**config.mk**
```make
export PLATFORM = sky130hd
export DESIGN_NAME = fifo_byte_packer_flat
export DESIGN_NICKNAME = d
export VERILOG_FILES = /design/src/rtl/fifo_pkg.sv /design/src/rtl/fifo_byte_packer_if.sv /design/src/rtl/fifo_byte_packer.sv /design/src/flat_wrapper.sv
export SDC_FILE = /design/constraint.sdc
export NUM_CORES = 1
export LEC_CHECK = 0
export ABC_AREA = 1
export CORE_AREA = 10 10 69 71
export DETAILED_ROUTE_END_ITERATION = 16
export DIE_AREA = 0 0 79 81
export PLACE_DENSITY = 0.78
export SETUP_SLACK_MARGIN = 0.15
export SYNTH_ARGS = -nofsm -noshare
export SYNTH_HDL_FRONTEND = slang
export SYNTH_SLANG_ARGS = --single-unit
export TNS_END_PERCENT = 5
```
**constraint.sdc**
```tcl
create_clock -name clk -period 2.9 [get_ports clk]
set_input_delay 0.58 -clock clk [delete_from_list [all_inputs] [get_ports clk]]
set_output_delay 0.58 -clock clk [all_outputs]
set_load 0.05 [all_outputs]
```
**src/rtl/fifo_pkg.sv**
```systemverilog
// Shared constants and types for the sync FIFO and its byte packer.
// Packer FSM state lives here so benches and tools can decode it.
package fifo_pkg;

  localparam int DATA_W     = 8;
  localparam int FIFO_DEPTH = 16;
  localparam int PTR_W      = $clog2(FIFO_DEPTH);

  typedef enum logic {
    FILL    = 1'b0,
    PRESENT = 1'b1
  } pack_state_e;

endpackage

```
**src/rtl/fifo_byte_packer_if.sv**
```systemverilog
// Packer-facing bundle: FIFO read port, flush level and output word.
// master = packer side, slave = FIFO/downstream side.
interface fifo_byte_packer_if
  import fifo_pkg::*;
#(
  parameter int BPW = 4,
  parameter int DW  = DATA_W
) ();

  localparam int WORD_W = DW * BPW;
  localparam int CNT_W  = $clog2(BPW + 1);

  logic              fifo_empty;
  logic [DW-1:0]     fifo_data;
  logic              fifo_rd_en;
  logic              flush;
  logic [WORD_W-1:0] out_data;
  logic [CNT_W-1:0]  out_bytes;
  logic              out_valid;
  logic              out_ready;

  modport master (
    input  fifo_empty,
    input  fifo_data,
    output fifo_rd_en,
    input  flush,
    output out_data,
    output out_bytes,
    output out_valid,
    input  out_ready
  );

  modport slave (
    output fifo_empty,
    output fifo_data,
    input  fifo_rd_en,
    output flush,
    input  out_data,
    input  out_bytes,
    input  out_valid,
    output out_ready
  );

endinterface

```
**src/rtl/fifo_byte_packer.sv**
```systemverilog
// Drains bytes from fifo_sync and packs them LSB-first into words,
// with a level flush that emits a partial word once the FIFO is dry.
module fifo_byte_packer
  import fifo_pkg::*;
#(
  parameter int BYTES_PER_WORD = 4,
  parameter int WORD_W         = DATA_W * BYTES_PER_WORD
) (
  input  logic              clk,
  input  logic              reset,
  fifo_byte_packer_if.master bus
);

  localparam int BPW   = BYTES_PER_WORD;
  localparam int CNT_W = $clog2(BPW + 1);
  localparam logic [CNT_W-1:0] CNT_FULL = CNT_W'(BPW);
  localparam logic [CNT_W:0]   SUM_FULL = (CNT_W+1)'(BPW);

  pack_state_e       state_q, state_d;
  logic [CNT_W-1:0]  cnt_q, cnt_d;
  logic              inflight_q, inflight_d;
  logic [WORD_W-1:0] data_q, data_d;
  logic [CNT_W-1:0]  bytes_q, bytes_d;
  logic [CNT_W:0]    pending;
  logic              rd_en;
  logic              valid;
  logic              flush_now;

  // Reads already issued count toward the word so we never over-fetch.
  assign pending = {1'b0, cnt_q} + {{CNT_W{1'b0}}, inflight_q};

  assign flush_now = bus.flush && (cnt_q != '0)
                  && !inflight_q && bus.fifo_empty;

  always_comb begin
    state_d    = state_q;
    cnt_d      = cnt_q;
    inflight_d = 1'b0;
    data_d     = data_q;
    bytes_d    = bytes_q;
    rd_en      = 1'b0;
    valid      = 1'b0;
    unique case (state_q)
      FILL: begin
        rd_en      = !bus.fifo_empty && (pending < SUM_FULL);
        inflight_d = rd_en;
        if (inflight_q) begin
          for (int i = 0; i < BPW; i++) begin
            if (cnt_q == CNT_W'(i))
              data_d[i*DATA_W +: DATA_W] = bus.fifo_data;
          end
          cnt_d = cnt_q + CNT_W'(1);
        end
        if (cnt_d == CNT_FULL) begin
          state_d = PRESENT;
          bytes_d = CNT_FULL;
        end else if (flush_now) begin
          state_d = PRESENT;
          bytes_d = cnt_q;
        end
      end
      PRESENT: begin
        valid = 1'b1;
        if (bus.out_ready) begin
          state_d = FILL;
          cnt_d   = '0;
          data_d  = '0;
          bytes_d = '0;
        end
      end
    endcase
  end

  always_ff @(posedge clk) begin
    if (reset) begin
      state_q    <= FILL;
      cnt_q      <= '0;
      inflight_q <= 1'b0;
      data_q     <= '0;
      bytes_q    <= '0;
    end else begin
      state_q    <= state_d;
      cnt_q      <= cnt_d;
      inflight_q <= inflight_d;
      data_q     <= data_d;
      bytes_q    <= bytes_d;
    end
  end

  assign bus.fifo_rd_en = rd_en;
  assign bus.out_valid  = valid;
  assign bus.out_data   = data_q;
  assign bus.out_bytes  = bytes_q;

endmodule

```
**src/flat_wrapper.sv**
```systemverilog
// flat-port wrapper written by rule: the top's interface ports become plain ports
module fifo_byte_packer_flat import fifo_pkg::*;
#(
  parameter int BYTES_PER_WORD = 4,
  parameter int WORD_W         = DATA_W * BYTES_PER_WORD
)
  (clk, reset, bus_fifo_empty, bus_fifo_data, bus_fifo_rd_en, bus_flush, bus_out_data, bus_out_bytes, bus_out_valid, bus_out_ready);
  fifo_byte_packer_if #(.BPW(4)) bus_i ();
  input  logic clk;
  input  logic reset;
  input wire logic [$bits(bus_i.fifo_empty)-1:0] bus_fifo_empty;
  input wire logic [$bits(bus_i.fifo_data)-1:0] bus_fifo_data;
  output wire logic [$bits(bus_i.fifo_rd_en)-1:0] bus_fifo_rd_en;
  input wire logic [$bits(bus_i.flush)-1:0] bus_flush;
  output wire logic [$bits(bus_i.out_data)-1:0] bus_out_data;
  output wire logic [$bits(bus_i.out_bytes)-1:0] bus_out_bytes;
  output wire logic [$bits(bus_i.out_valid)-1:0] bus_out_valid;
  input wire logic [$bits(bus_i.out_ready)-1:0] bus_out_ready;
  assign bus_i.fifo_empty = bus_fifo_empty;
  assign bus_i.fifo_data = bus_fifo_data;
  assign bus_fifo_rd_en = bus_i.fifo_rd_en;
  assign bus_i.flush = bus_flush;
  assign bus_out_data = bus_i.out_data;
  assign bus_out_bytes = bus_i.out_bytes;
  assign bus_out_valid = bus_i.out_valid;
  assign bus_i.out_ready = bus_out_ready;
  fifo_byte_packer #(.BYTES_PER_WORD(BYTES_PER_WORD), .WORD_W(WORD_W)) u_core (.clk(clk), .reset(reset), .bus(bus_i));
endmodule
```
Word level (Yosys, flattened, before mapping)

Index checks and enable logic that the tools add are counted.

Add/subtract/negate cells: 2
$lt $le $gt $ge: 1
Equal/unequal tests: 11
Mux-type cells: 20
Bitwise logic cells: 1
Reduce and logical (&&, ||, !) cells: 13

Operators by type and width:

| operator                                                               | number |
|---|---|
| 32-bit 2-to-1 mux                                                      | 2 |
| 32-bit case mux with 2 select lines                                    | 1 |
| 8-bit 2-to-1 mux                                                       | 4 |
| 3-bit 2-to-1 mux                                                       | 5 |
| 3-bit case mux with 2 select lines                                     | 2 |
| 3-bit AND reduction                                                    | 4 |
| 2-bit by 1-bit != test with 1-bit output (second input constant)       | 5 |
| 3-bit by 2-bit equality test with 1-bit output (second input constant) | 2 |
| 1-bit 2-to-1 mux                                                       | 5 |
| 3-bit by 1-bit adder with 4-bit output                                 | 1 |
| 1-bit logical AND                                                      | 4 |
| 4-bit by 3-bit < comparator with 1-bit output (second input constant)  | 1 |
| 3-bit by 1-bit adder with 3-bit output (second input constant)         | 1 |
| 3-bit by 1-bit equality test with 1-bit output (second input constant) | 1 |
| 3-bit equality test (second input constant)                            | 1 |
| 3-bit logical NOT                                                      | 1 |
| 3-bit by 1-bit != test with 1-bit output (second input constant)       | 1 |
| 3-bit nonzero test                                                     | 1 |
| 1-bit logical NOT                                                      | 2 |
| 2-bit != test (second input constant)                                  | 1 |
| 1-bit case mux with 2 select lines                                     | 1 |
| 2-bit AND reduction                                                    | 1 |
| 1-bit inverter                                                         | 1 |

Register bits: 40
Input bits: 13
Output and inout bits: 37
Word-level logic and storage cells: 56

Logic depth before layout (Yosys ltp)

Depth after elaboration: 7
Mapped depth: 9
Gate-level depth less buffers: 9

Worst setup path before layout

OpenSTA, ideal clock, no wires.

Path type: register -> output
Start: reg u_core.state_q
End: out bus_fifo_rd_en
Arrival: 1685 ps
Data required time: 2320 ps
Path slack: 635 ps
Cell stages (with the launch flop): 6
Path buffers: 2
Path through: dfxtp_1 -> buf_6 -> inv_1 -> buf_2 -> nand3b_1 -> nor2_1

Word-level cells in the longest chain between the ends: 1

RTL lines:

| element                | line                   | text |
|---|---|---|
| start, declared        | fifo_byte_packer.sv:19 | `pack_state_e state_q, state_d;` |
| start signal, assigned | fifo_byte_packer.sv:82 | `state_q <= state_d;` |
| 1-bit 2-to-1 mux       | fifo_byte_packer.sv:43 | `unique case (state_q)` |
| end, declared          | flat_wrapper.sv:13     | `output wire logic [$bits(bus_i.fifo_rd_en)-1:0] bus_fifo_rd_en;` |

Every way passes these cells.

Final worst setup path

Start: reg u_core.state_q
End: out bus_out_valid

Word-level cells in the longest chain between the ends: 1

RTL lines:

| element          | line                   | text |
|---|---|---|
| 1-bit 2-to-1 mux | fifo_byte_packer.sv:43 |  |
| end, declared    | flat_wrapper.sv:17     | `output wire logic [$bits(bus_i.out_valid)-1:0] bus_out_valid;` |

Every way passes these cells.

==> impl_metrics.tcl <==
set metrics [dict create \
    multi_input_area_um2 706.9 \
    start_kind "register" \
    fin_ws_ns 0.4983 \
    swShare 0.3790 \
    dieArea_um2 6399 \
    synth-warning-count 0 \
    min_period_ns 2.402 \
    grt_pass1_vias 1394 \
    hold_end "u_core.bus.out_bytes[1]" \
    grt_max_degree 24 \
    synth_fp_nets 203 \
    grtUsageTotal 0.1352 \
    htree_levels 2 \
    worstPathArrival_ns 1.82 \
    crit_family "buffers and inverters" \
    placed_area_um2 2097 \
    cts_root_buf "clkbuf_4" \
    worst-path-buf-inv 1 \
    ant_nets 0 \
    die_w_um 79 \
    overflow 0 \
    postLayoutCoreUtil 0.6207 \
    fin_crit_sh 0.8282 \
    place_hpwl_um 3094 \
    final_max_slew_viol_count 0 \
    fin_cells 280 \
    p_per_area_nw_per_um2 725.9 \
    crit_slowest_cell "clkdlybuf4s50_1" \
    cts_setup_buffers 0 \
    whs_path_depth 2 \
    area_growth_pct 34.88 \
    fillers 340 \
    crit_type "reg -> out" \
    vias_per_cell 5.118 \
    clkSinkCount 40 \
    drt-initial-drc-count 72 \
    ys_seq_area_frac 0.4938 \
    syn_inst 184 \
    die_h_um 81 \
    holdCritStartpoint "u_core.bus.out_bytes[1]" \
    hold_buffers 0 \
    grt_pass1_wl_um 6851 \
    final_common_cell "clkdlybuf4s50_1" \
    hold_violations 0 \
    cts_tree "yes" \
    fin_area_um2 2187 \
    cp.required_ns 2.32 \
    rsz0062_at_grt "false" \
    holdWs_ns 0.4939 \
    p_int_mw 0.9859 \
    p_total_mw 1.588 \
    cts_buffers 5 \
    r2r_setup_slack_ns 1.17 \
    core_area_um2 3523 \
    clockPowerShare 0.249 \
    rows 22 \
    wire_per_inst_um 14.85 \
    initial_core_util 0.4602 \
    antennaDiodeCount 0 \
    dr_total_vias 1433 \
    final_cell_mix "48 x clkdlybuf4s50_1, 40 x dfxtp_1, 36 x a21oi_1" \
    skew_ns 0.009093 \
    place.gp.congestion 0.8196 \
    slew_headroom 0.6397 \
    ir_worst_vdd_mv 0.4773 \
    endpoint_kind "primary output" \
    port_buffers 49 \
    dp.cells 272 \
    dr.pass1.iters 4 \
    leakagePower_nw 0.8432 \
    synth_area_um2 1622 \
    ys_ff_latch 40 \
    clock_path_buffers 2 \
    comb_power_share 0.339 \
    clkSlewWorstSetupHoldPaths_ns 0.11 \
    drive_above_1_share 0.1078 \
    max_slew.worst_pin.slew_ns 0.5388 \
    register_area_um2 800.8 \
    cts_resized 0 \
    power_frac_seq 0.411 \
    ys_types 26 \
    ios 50 \
    hp-class "reg -> reg" \
    cpPeakStageDelay_ns 0.89 \
    routed_wl_um 4157 \
    post-place-ws_ns 0.7988 \
    clock_latency_ns 0.35 \
    layout.nets 250 \
    run_status "finished clean" \
    setup-violations-final 0 \
    avgSynthCellArea_um2 8.813 \
    max_cap_violations 0 \
    setup_tns_ns 0 \
    crit_chain "clkdlybuf4s50_1" \
    p_sw_mw 0.6018 \
    worstPathMaxFanout 10 \
    antenna_found_initial 0 \
    r2r-start "u_core.cnt_q[0]" \
    drc_errors 0 \
    reg2reg_depth 9 \
    reg2reg_to "u_core.bus.out_bytes[2]" \
    max_freq_mhz 416.4 \
]
## per-layer routing
metal  vias up  part of all wire  global-route usage
li1        724                 -                   -
met1       654              0.41              0.1540
met2        47              0.49              0.2227
met3         8             0.083             0.04746
met4         0             0.018             0.06452
met5         -                 0                   0
## cell usage after synthesis (all sizes together)
library cell	number	area (um2)
dfxtp	40	800.8
a21oi	39	206.5
o21ai	34	173.9
nand2	23	88.84
nor2	12	77.58
buf	9	76.32
inv	9	33.79
ha	6	75.07
nand4	3	18.77
a211oi	1	12.51
a2bb2oi	1	8.760
and2	1	6.260
clkbuf	1	3.750
nand3	1	5.000
nand3b	1	7.510
nor3	1	5.000
o21a	1	15.01
or2	1	6.260
## worst max-delay path by stage
stage / from / to / slack, ns / depth (start not counted)
floorplan: u_core.state_q / bus_fifo_rd_en / 0.64 / 5
global placement: bus_fifo_empty / bus_fifo_rd_en / 0.82 / 4
detailed placement: reset / u_core.bus.out_data[7] / 0.80 / 5
CTS: u_core.state_q / bus_out_valid / 0.49 / 1
global route: u_core.state_q / bus_out_valid / 0.43 / 1
finish: u_core.state_q / bus_out_valid / 0.50 / 1
## sequential cells by signal, indices dropped and copies added (netlist names)
name,cells
u_core.bus.out_bytes,3
u_core.bus.out_data,32
u_core.cnt_q,3
u_core.inflight_q,1
u_core.state_q,1
## worst min-delay path: cells and delay by family (launching register included)
kind | cells | cell delay (ns)
DFF | 1 | 0.33
and+or+nand+nor | 1 | 0.08
AOI/OAI and AO/OA | 1 | 0.05
## power groups by stage
stage / combinational, mW / clock, mW / sequential [mW]
after floorplan: 0.206 / 0 / 0.839
after global placement: 0.532 / 0 / 0.662
after CTS: 0.543 / 0.399 / 0.653
final: 0.538 / 0.396 / 0.653
after global routing: 0.579 / 0.427 / 0.662
after detailed placement: 0.540 / 0 / 0.664
## cell families (layout without fill, tap and decap cells)
logic type | count (synthesis) | in the layout | share of synthesized area
DFF | 40 | 40 | 0.4938
AOI/OAI and AO/OA | 76 | 76 | 0.2569
buffers and inverters | 19 | 67 | 0.07022
and+or+nand+nor | 43 | 43 | 0.1327
adders and majority gates | 6 | 6 | 0.04630
## cell type report
type,instances,area share
inverter,9,0.01545
sequential,40,0.3661
timing repair buffer,50,0.2265
tap,48,0.02746
clock buffer,6,0.02346
clock inverter,2,0.01773
multi-input combinational,125,0.3232
Note: power is estimated with default switching activity, not from simulation.
